==> config.mk <==
export PLATFORM = sky130hd
export DESIGN_NAME = regfile_sequencer
export DESIGN_NICKNAME = d
export VERILOG_FILES = /design/src/rtl/regfile_pkg.sv /design/src/rtl/regfile_seq_alu.sv /design/src/rtl/regfile_sequencer.sv
export SDC_FILE = /design/constraint.sdc
export NUM_CORES = 1
export LEC_CHECK = 0
export ABC_AREA = 1
export BUFFER_PORTS_ARGS = -buffer_cell sky130_fd_sc_hd__buf_2
export CAP_MARGIN = 30
export CORE_MARGIN = 2
export CORE_UTILIZATION = 62
export DETAILED_ROUTE_END_ITERATION = 10
export PLACE_DENSITY = 0.94
export SETUP_SLACK_MARGIN = 0.3
export SLEW_MARGIN = 20
export SYNTH_ARGS = -nofsm -noshare
export SYNTH_HDL_FRONTEND = slang
export SYNTH_SLANG_ARGS = --single-unit
export TNS_END_PERCENT = 100
==> constraint.sdc <==
create_clock -name clk -period 6.97 [get_ports clk]
set_input_delay 0.3485 -clock clk [delete_from_list [all_inputs] [get_ports clk]]
set_output_delay 0.3485 -clock clk [all_outputs]
set_load 0.02 [all_outputs]
==> src/rtl/regfile_pkg.sv <==
// Shared types and default widths for the register-file micro-sequencer.
package regfile_pkg;

    localparam int DATA_W_DEF = 32;
    localparam int SEL_W_DEF  = 2;

    typedef enum logic [2:0] {
        OP_NOP   = 3'b000,
        OP_LOADI = 3'b001,
        OP_ADD   = 3'b010,
        OP_SUB   = 3'b011,
        OP_AND   = 3'b100,
        OP_OR    = 3'b101,
        OP_XOR   = 3'b110,
        OP_MOV   = 3'b111
    } op_e;

    typedef enum logic [1:0] {
        ST_IDLE  = 2'd0,
        ST_EXEC  = 2'd1,
        ST_WRITE = 2'd2
    } state_e;

endpackage

==> src/rtl/regfile_seq_alu.sv <==
// Combinational ALU for the register-file sequencer.
// Optional macro REGFILE_SEQ_FLAGS_EN adds the carry/borrow output.
module regfile_seq_alu
    import regfile_pkg::*;
#(
    parameter int DATA_W = DATA_W_DEF
) (
    input  logic [2:0]        op,
    input  logic [DATA_W-1:0] a,
    input  logic [DATA_W-1:0] b,
    input  logic [DATA_W-1:0] imm,
`ifdef REGFILE_SEQ_FLAGS_EN
    output logic              carry,
`endif
    output logic [DATA_W-1:0] result
);

`ifdef REGFILE_SEQ_FLAGS_EN
    // One extra bit holds carry-out for ADD and borrow for SUB; zero otherwise.
    logic [DATA_W:0] wide;

    // Result and carry/borrow selected by opcode.
    always_comb begin
        // NOTE: every output gets a default first so no path leaves it unassigned (no latch).
        wide = '0;
        case (op_e'(op))
            OP_LOADI: wide = {1'b0, imm};
            OP_ADD:   wide = {1'b0, a} + {1'b0, b};
            OP_SUB:   wide = {1'b0, a} - {1'b0, b};
            OP_AND:   wide = {1'b0, a & b};
            OP_OR:    wide = {1'b0, a | b};
            OP_XOR:   wide = {1'b0, a ^ b};
            OP_MOV:   wide = {1'b0, a};
            default:  wide = '0;
        endcase
        result = wide[DATA_W-1:0];
        carry  = wide[DATA_W];
    end
`else
    // Result selected by opcode; arithmetic wraps modulo 2^DATA_W.
    always_comb begin
        result = '0;
        case (op_e'(op))
            OP_LOADI: result = imm;
            OP_ADD:   result = a + b;
            OP_SUB:   result = a - b;
            OP_AND:   result = a & b;
            OP_OR:    result = a | b;
            OP_XOR:   result = a ^ b;
            OP_MOV:   result = a;
            default:  result = '0;
        endcase
    end
`endif

endmodule

==> src/rtl/regfile_sequencer.sv <==
// Micro-sequencer owning all ports of a 4 x 32 register file.
// Runs one instruction per three cycles: accept (IDLE), read+compute (EXEC),
// write-back (WRITE). Optional macro REGFILE_SEQ_FLAGS_EN adds the
// flag_zero / flag_carry outputs, registered alongside the result.
module regfile_sequencer
    import regfile_pkg::*;
#(
    parameter int DATA_W = DATA_W_DEF,
    parameter int SEL_W  = SEL_W_DEF
) (
    input  logic              clk,
    input  logic              reset,
    input  logic              instr_valid,
    output logic              instr_ready,
    input  logic [2:0]        instr_op,
    input  logic [SEL_W-1:0]  instr_dest,
    input  logic [SEL_W-1:0]  instr_src_a,
    input  logic [SEL_W-1:0]  instr_src_b,
    input  logic [DATA_W-1:0] instr_imm,
    output logic [SEL_W-1:0]  rf_a_select,
    output logic [SEL_W-1:0]  rf_b_select,
    output logic [SEL_W-1:0]  rf_dest_select,
    output logic              rf_load_enable,
    output logic [DATA_W-1:0] rf_d_data,
    input  logic [DATA_W-1:0] rf_a_data,
    input  logic [DATA_W-1:0] rf_b_data,
`ifdef REGFILE_SEQ_FLAGS_EN
    output logic              flag_zero,
    output logic              flag_carry,
`endif
    output logic              busy,
    output logic              done
);

    state_e            state_q;
    state_e            state_d;
    logic [2:0]        op_q;
    logic [SEL_W-1:0]  dest_q;
    logic [SEL_W-1:0]  src_a_q;
    logic [SEL_W-1:0]  src_b_q;
    logic [DATA_W-1:0] imm_q;
    logic [DATA_W-1:0] result_q;
    logic [DATA_W-1:0] alu_result;
    logic              accept;
    logic              is_nop;

`ifdef REGFILE_SEQ_FLAGS_EN
    logic alu_carry;
`endif

    assign accept = instr_valid && instr_ready;
    assign is_nop = (op_e'(op_q) == OP_NOP);

    regfile_seq_alu #(
        .DATA_W (DATA_W)
    ) u_alu (
        .op     (op_q),
        .a      (rf_a_data),
        .b      (rf_b_data),
        .imm    (imm_q),
`ifdef REGFILE_SEQ_FLAGS_EN
        .carry  (alu_carry),
`endif
        .result (alu_result)
    );

    // State register.
    always_ff @(posedge clk) begin
        // NOTE: sequential state uses non-blocking assignments so every flop samples pre-edge values.
        if (reset) state_q <= ST_IDLE;
        else       state_q <= state_d;
    end

    // Next-state and handshake/control outputs; reset cycle forces everything inactive.
    always_comb begin
        state_d        = state_q;
        instr_ready    = 1'b0;
        busy           = 1'b0;
        done           = 1'b0;
        rf_load_enable = 1'b0;
        case (state_q)
            ST_IDLE: begin
                instr_ready = !reset;
                if (accept) state_d = ST_EXEC;
            end
            ST_EXEC: begin
                busy    = !reset;
                state_d = ST_WRITE;
            end
            ST_WRITE: begin
                busy           = !reset;
                done           = !reset;
                rf_load_enable = !reset && !is_nop;
                state_d        = ST_IDLE;
            end
            default: state_d = ST_IDLE;
        endcase
    end

    // Instruction field latches, loaded only on the accept cycle.
    always_ff @(posedge clk) begin
        if (reset) begin
            op_q    <= '0;
            dest_q  <= '0;
            src_a_q <= '0;
            src_b_q <= '0;
            imm_q   <= '0;
        end else if (accept) begin
            op_q    <= instr_op;
            dest_q  <= instr_dest;
            src_a_q <= instr_src_a;
            src_b_q <= instr_src_b;
            imm_q   <= instr_imm;
        end
    end

    // Result register (and flags) captured at the end of EXEC.
    always_ff @(posedge clk) begin
        if (reset) begin
            result_q   <= '0;
`ifdef REGFILE_SEQ_FLAGS_EN
            flag_zero  <= 1'b0;
            flag_carry <= 1'b0;
`endif
        end else if (state_q == ST_EXEC) begin
            result_q   <= alu_result;
`ifdef REGFILE_SEQ_FLAGS_EN
            if (!is_nop) begin
                flag_zero  <= (alu_result == '0);
                flag_carry <= alu_carry;
            end
`endif
        end
    end

    // Selects and write data come straight from the latches, so they hold in IDLE.
    assign rf_a_select    = src_a_q;
    assign rf_b_select    = src_b_q;
    assign rf_dest_select = dest_q;
    assign rf_d_data      = result_q;

endmodule
# ---- After elaboration in Yosys (flattened, before gate mapping)
# Cells that the tools add are included.
dict set report totals {
  ff_bits 75
  inputBits 108
  word_cells 36
}
dict set report classes {
  n_addsub 2
  eq_ne 10
  mux 7
  bitwise_logic 3
  reduce_logical 7
}
# cell count
set ops {}
lappend ops {{case mux 32 bit (7 select lines)} 1}
lappend ops {{adder 32 bit} 1}
lappend ops {{bitwise AND 32 bit} 1}
lappend ops {{OR 32 bit} 1}
lappend ops {{subtractor 32 bit} 1}
lappend ops {{XOR 32 bit} 1}
lappend ops {{== test 3 bit, second input constant} 4}
lappend ops {{== test 3 x 2 -> 1 bit, second input constant} 2}
lappend ops {{2-to-1 mux 1 bit} 4}
lappend ops {{case mux 2 bit (2 select lines)} 1}
lappend ops {{== test 3 x 1 -> 1 bit, second input constant} 1}
lappend ops {{logical NOT 3 bit} 1}
lappend ops {{== test 2 x 1 -> 1 bit, second input constant} 1}
lappend ops {{== test 2 bit, second input constant} 1}
lappend ops {{logical AND 1 bit} 2}
lappend ops {{logical NOT 1 bit} 2}
lappend ops {{logical NOT 2 bit} 1}
lappend ops {{2-to-1 mux 2 bit} 1}
lappend ops {{!= test 2 bit, second input constant} 1}
lappend ops {{OR reduction 2 bit} 1}

# ---- Depth between registers and ports, before layout
dict set report depth {
  ltp_word 5
  ltp_mapped 26
}

# ---- Modules after synthesis
# Synthesis repeated with hierarchy kept, for this count alone.
dict set report hier_totals {
  hier_cells 1302
  hier_area_um2 8017.7
}
# module instances cells_per_inst area_each_um2 seq_area_each_um2
set modules_own_cells {}
lappend modules_own_cells {regfile_seq_alu 1 954 5201.2 0.0}
lappend modules_own_cells {regfile_sequencer 1 348 2816.5 1501.4}

# ---- Worst setup path after synthesis
# No wires, ideal clock.
dict set report synth_timing {
  path_type {input-to-reg}
  startpoint {in rf_b_data[1]}
  endpoint {reg result_q[27] (netlist: rf_d_data[27])}
  setup_ps 132
  arrival_ps 2610
  slack_ps 4228
  path_stages 22
  n_path_buf 0
  path_cell_list {inv_1 -> ha_1 -> inv_1 -> nor2_1 -> nand3_1 -> nor2_1 -> nand2_1 -> o21ai_2 -> nand2_1 -> xor2_1 -> ha_1 -> nand2_1 -> inv_1 -> nand2_1 -> nand2_1 -> o21bai_1 -> nor2_1 -> nand3_1 -> nand3_1 -> nand2_1 -> nand2_1 -> a21oi_1}
}
dict set report synth_between {
  elab_chain_cells 2
  word_cells_on_any_way 3
  classes_between {add/sub: 2; mux: 1}
}
# item line_no
set synth_rtl {}
lappend synth_rtl {{from (decl)} regfile_sequencer.sv:26} ;# input logic [DATA_W-1:0] rf_b_data,
lappend synth_rtl {{subtractor 32 bit / adder 32 bit (equally long branches)} {regfile_seq_alu.sv:46, regfile_seq_alu.sv:45}}
lappend synth_rtl {{case mux 32 bit (7 select lines) (*)} regfile_seq_alu.sv:43} ;# case (op_e'(op))
lappend synth_rtl {{to (signal assigned)} regfile_sequencer.sv:126} ;# result_q <= alu_result;
lappend synth_rtl {{to (decl)} regfile_sequencer.sv:42} ;# logic [DATA_W-1:0] result_q;
# Mark *: on every way between the ends. The rest lies on a longest branch, timed or not.
# A chain may end at the register's enable or synchronous reset.

# ---- Worst setup path after layout
dict set report layout_timing {
  startpoint {reg op_q[2]}
  endpoint {reg result_q[29] (netlist: rf_d_data[29])}
}
dict set report layout_between {
  elab_chain_cells 2
  word_cells_on_any_way 8
  classes_between {eq/ne: 7; mux: 1}
}
# item line_no
set layout_rtl {}
lappend layout_rtl {{from (decl)} regfile_sequencer.sv:37} ;# logic [2:0] op_q;
lappend layout_rtl {{from (signal assigned)} regfile_sequencer.sv:109} ;# op_q <= instr_op;
lappend layout_rtl {{== test 3 bit, or another cell as far along} regfile_seq_alu.sv:43}
lappend layout_rtl {{case mux 32 bit (7 select lines) (*)} regfile_seq_alu.sv:43}
# Marked as above.

==> run metrics <==
initial antenna violation count 0; worst setup path class flop to flop; port bufs 149; RSZ-0062 raised after global routing no; WL/cell roughly 18 um; I/O pin count 150; total grt overflow 0; Main synth FF type dfxtp_1; Worst R2R End rf_d_data[29]$_SDFFE_PP0N_; Placement Cell Area approximately 9000 um2; CTS Buf Count 9; share of the yosys chip area belonging to registers about a fifth; synthesis-to-finish area growth 14.8%; status completed; Core Footprint 12,600 um2; CP Max Fanout 24; DRT iter0 DRCs roughly 1,200; Final GP Congestion 1.05; synthesis warning total 0; DRT Pass-1 Iters 6; hold_buf cts 0; total chip power 0.00187 W; Clock Skew 0.00503 ns; Mapped Avg Cell Area about 6.1 um2; post-route setup TNS 0 ns; power per cell area ~200 nW/um2; final WL 29.7 mm; Root Buffer clkbuf_16; PostCTS Resize Cnt 0; Post-CTS Setup Bufs 0; Worst Tran Pin Value a little over 0.9 ns; first-pass GRT wire length between 40 and 50 mm; Leak 4.92 nW; Die Height between 100 and 150 um; share of cells above drive strength 1 between 10% and 20%; fin crit share between 50% and 60%; Clock Latency Late Sink 0.34 ns; post-route ant nets 0; final-report hold violation count 0; Slew Limit Fails 0; CP Launch Point op_q[2]$_SDFFE_PP0P_; Crit. End Element flop; nets 1,642; DRC 0; most frequent cells in the layout nand2_1, inv_1, buf_2; vias in the first global route just over 8,000; Post-synth ARST share 0%; Worst setup endpoint rf_d_data[29]$_SDFFE_PP0N_; drt via density between 5 and 6; CP arrival 4.18 ns; VDD IR max 300 uV; CP Launch Type flop; pin count of the biggest net entering global routing 79; commonest non-fill, non-tap cell in the layout nand2_1; Setup Viol. Count Final 0; gr usage total between 40% and 50%; Cell Area, Synth roughly 8000 um2; H-tree lvl count 3; Slew HR 39.5%; R2R cell count 17; setup slack, reg-to-reg between 2 and 3 ns; Clock Tree Buf Depth 2; Mapped Cells approximately 1,300; row cnt 41; HP Start instr_imm[6]; EDFF count, synth 0; Die W about 120 um; reg2reg start op_q[2]$_SDFFE_PP0P_; min cycle time layout approximately 4 ns; fill count 1,034; Initial Utilization between 60 and 70%; clock slew at reported path FFs approximately 0.070 ns; count of different cell masters after synthesis 38; DPL Wire Length 22.6 mm; Critical Path RT slightly above 7 ns; Hold Path Class input pin to flop; Sink Count 75; CTS tree yes; Yosys reg bits 75; # diodes 0; fmax 251 MHz; Die ar. between 10,000 and 15,000 um2; design area slightly above 9000 um2; syn nets 1,518; number of max-cap violations 0; routed vias around 9,300
## logic make-up after synthesis
family          after synthesis  share of synthesized area [%]
simple gates                643                           33.2
buf+inv                     250                           12.1
compound gates              208                           16.4
fa+ha+maj                   102                           16.2
flops                        75                           18.9
xor+xnor                     30                           3.31
## synth_stat cells, types with 9 or more instances
master	instances	share of area, %
nor3_1	12	0.76
ha_1	101	16
nand4_1	10	0.79
dfxtp_1	75	19
buf_2	20	1.3
nand3b_1	12	1.1
nor2_1	118	5.6
a221oi_1	15	1.7
or2_2	12	0.94
inv_1	202	9.5
xor2_1	30	3.3
nand3_1	60	3.8
clkbuf_1	23	1.1
nand2_1	411	19
o21ai_1	9	0.57
a21oi_1	87	5.5
a211oi_1	28	2.6
o21ai_0	31	2.0
## layout make-up
cell class	instances	area (um2)	share of cell area, %
multi-input cells	983	5490	60.2
well taps	172	215	2.36
clock inverters	6	71.3	0.782
inverters	207	777	8.52
repair buffers	156	838	9.19
flip-flops and latches	75	1500	16.5
clock buffers	10	229	2.51
## worst max-delay path: stages, from the launching register on
cell and delay, ns:
dfxtp_1 0.51, inv_1 0.17, nand3_2 0.41, inv_1 0.30, or2_2 0.37, xor2_1 0.15
ha_1 0.39, nand2_1 0.12, nor2_1 0.19, nand2_1 0.13, nor4_1 0.40, nand2_1 0.24
nand2_1 0.12, nand2_1 0.05, nand3_1 0.08, nand2_1 0.06, nand2_1 0.08, a21oi_1 0.06
## metrics by stage
step           util (%)  worst slack, ns  cells  hold slack, ns
6_report           72.6             2.98   1609           0.254
5_1_grt            72.6             2.83   1609           0.262
4_1_cts            72.6             3.14   1609           0.256
3_5_place_dp       70.2             3.18   1593           0.452
3_3_place_gp       69.8             3.22   1591           0.448
2_1_floorplan         -             4.23   1308           0.434
## worst min path at each step
stage	endpoint	slack [ns]	cells after the start
2_1_floorplan	imm_q[21]$_SDFFE_PP0P_	0.43	2
3_3_place_gp	imm_q[30]$_SDFFE_PP0P_	0.45	2
3_5_place_dp	rf_d_data[4]$_SDFFE_PP0N_	0.45	2
4_1_cts	rf_dest_select[1]$_SDFFE_PP0P_	0.26	3
5_1_grt	rf_dest_select[1]$_SDFFE_PP0P_	0.26	3
6_report	imm_q[6]$_SDFFE_PP0P_	0.25	3
## layer usage
metal  track usage, %  vias to the layer above  wire length [um]
li1                 -                     4450                 -
met1             60.6                     4126             12400
met2             62.9                      617             12400
met3             12.9                       89              4010
met4             13.6                        0               889
met5                0                        -                 0
## state kept, by name, summed over array words and instances (netlist names)
register,cells
rf_b_select,2
rf_a_select,2
rf_d_data,32
rf_dest_select,2
op_q,3
state_q,2
imm_q,32
## power breakdown
group          internal [W]  total (W)  switching, W
Clock              0.000282   0.000488      0.000207
Sequential         0.000485   0.000525     0.0000403
Combinational      0.000269   0.000859      0.000591
Power figures use the tool's default switching activity.
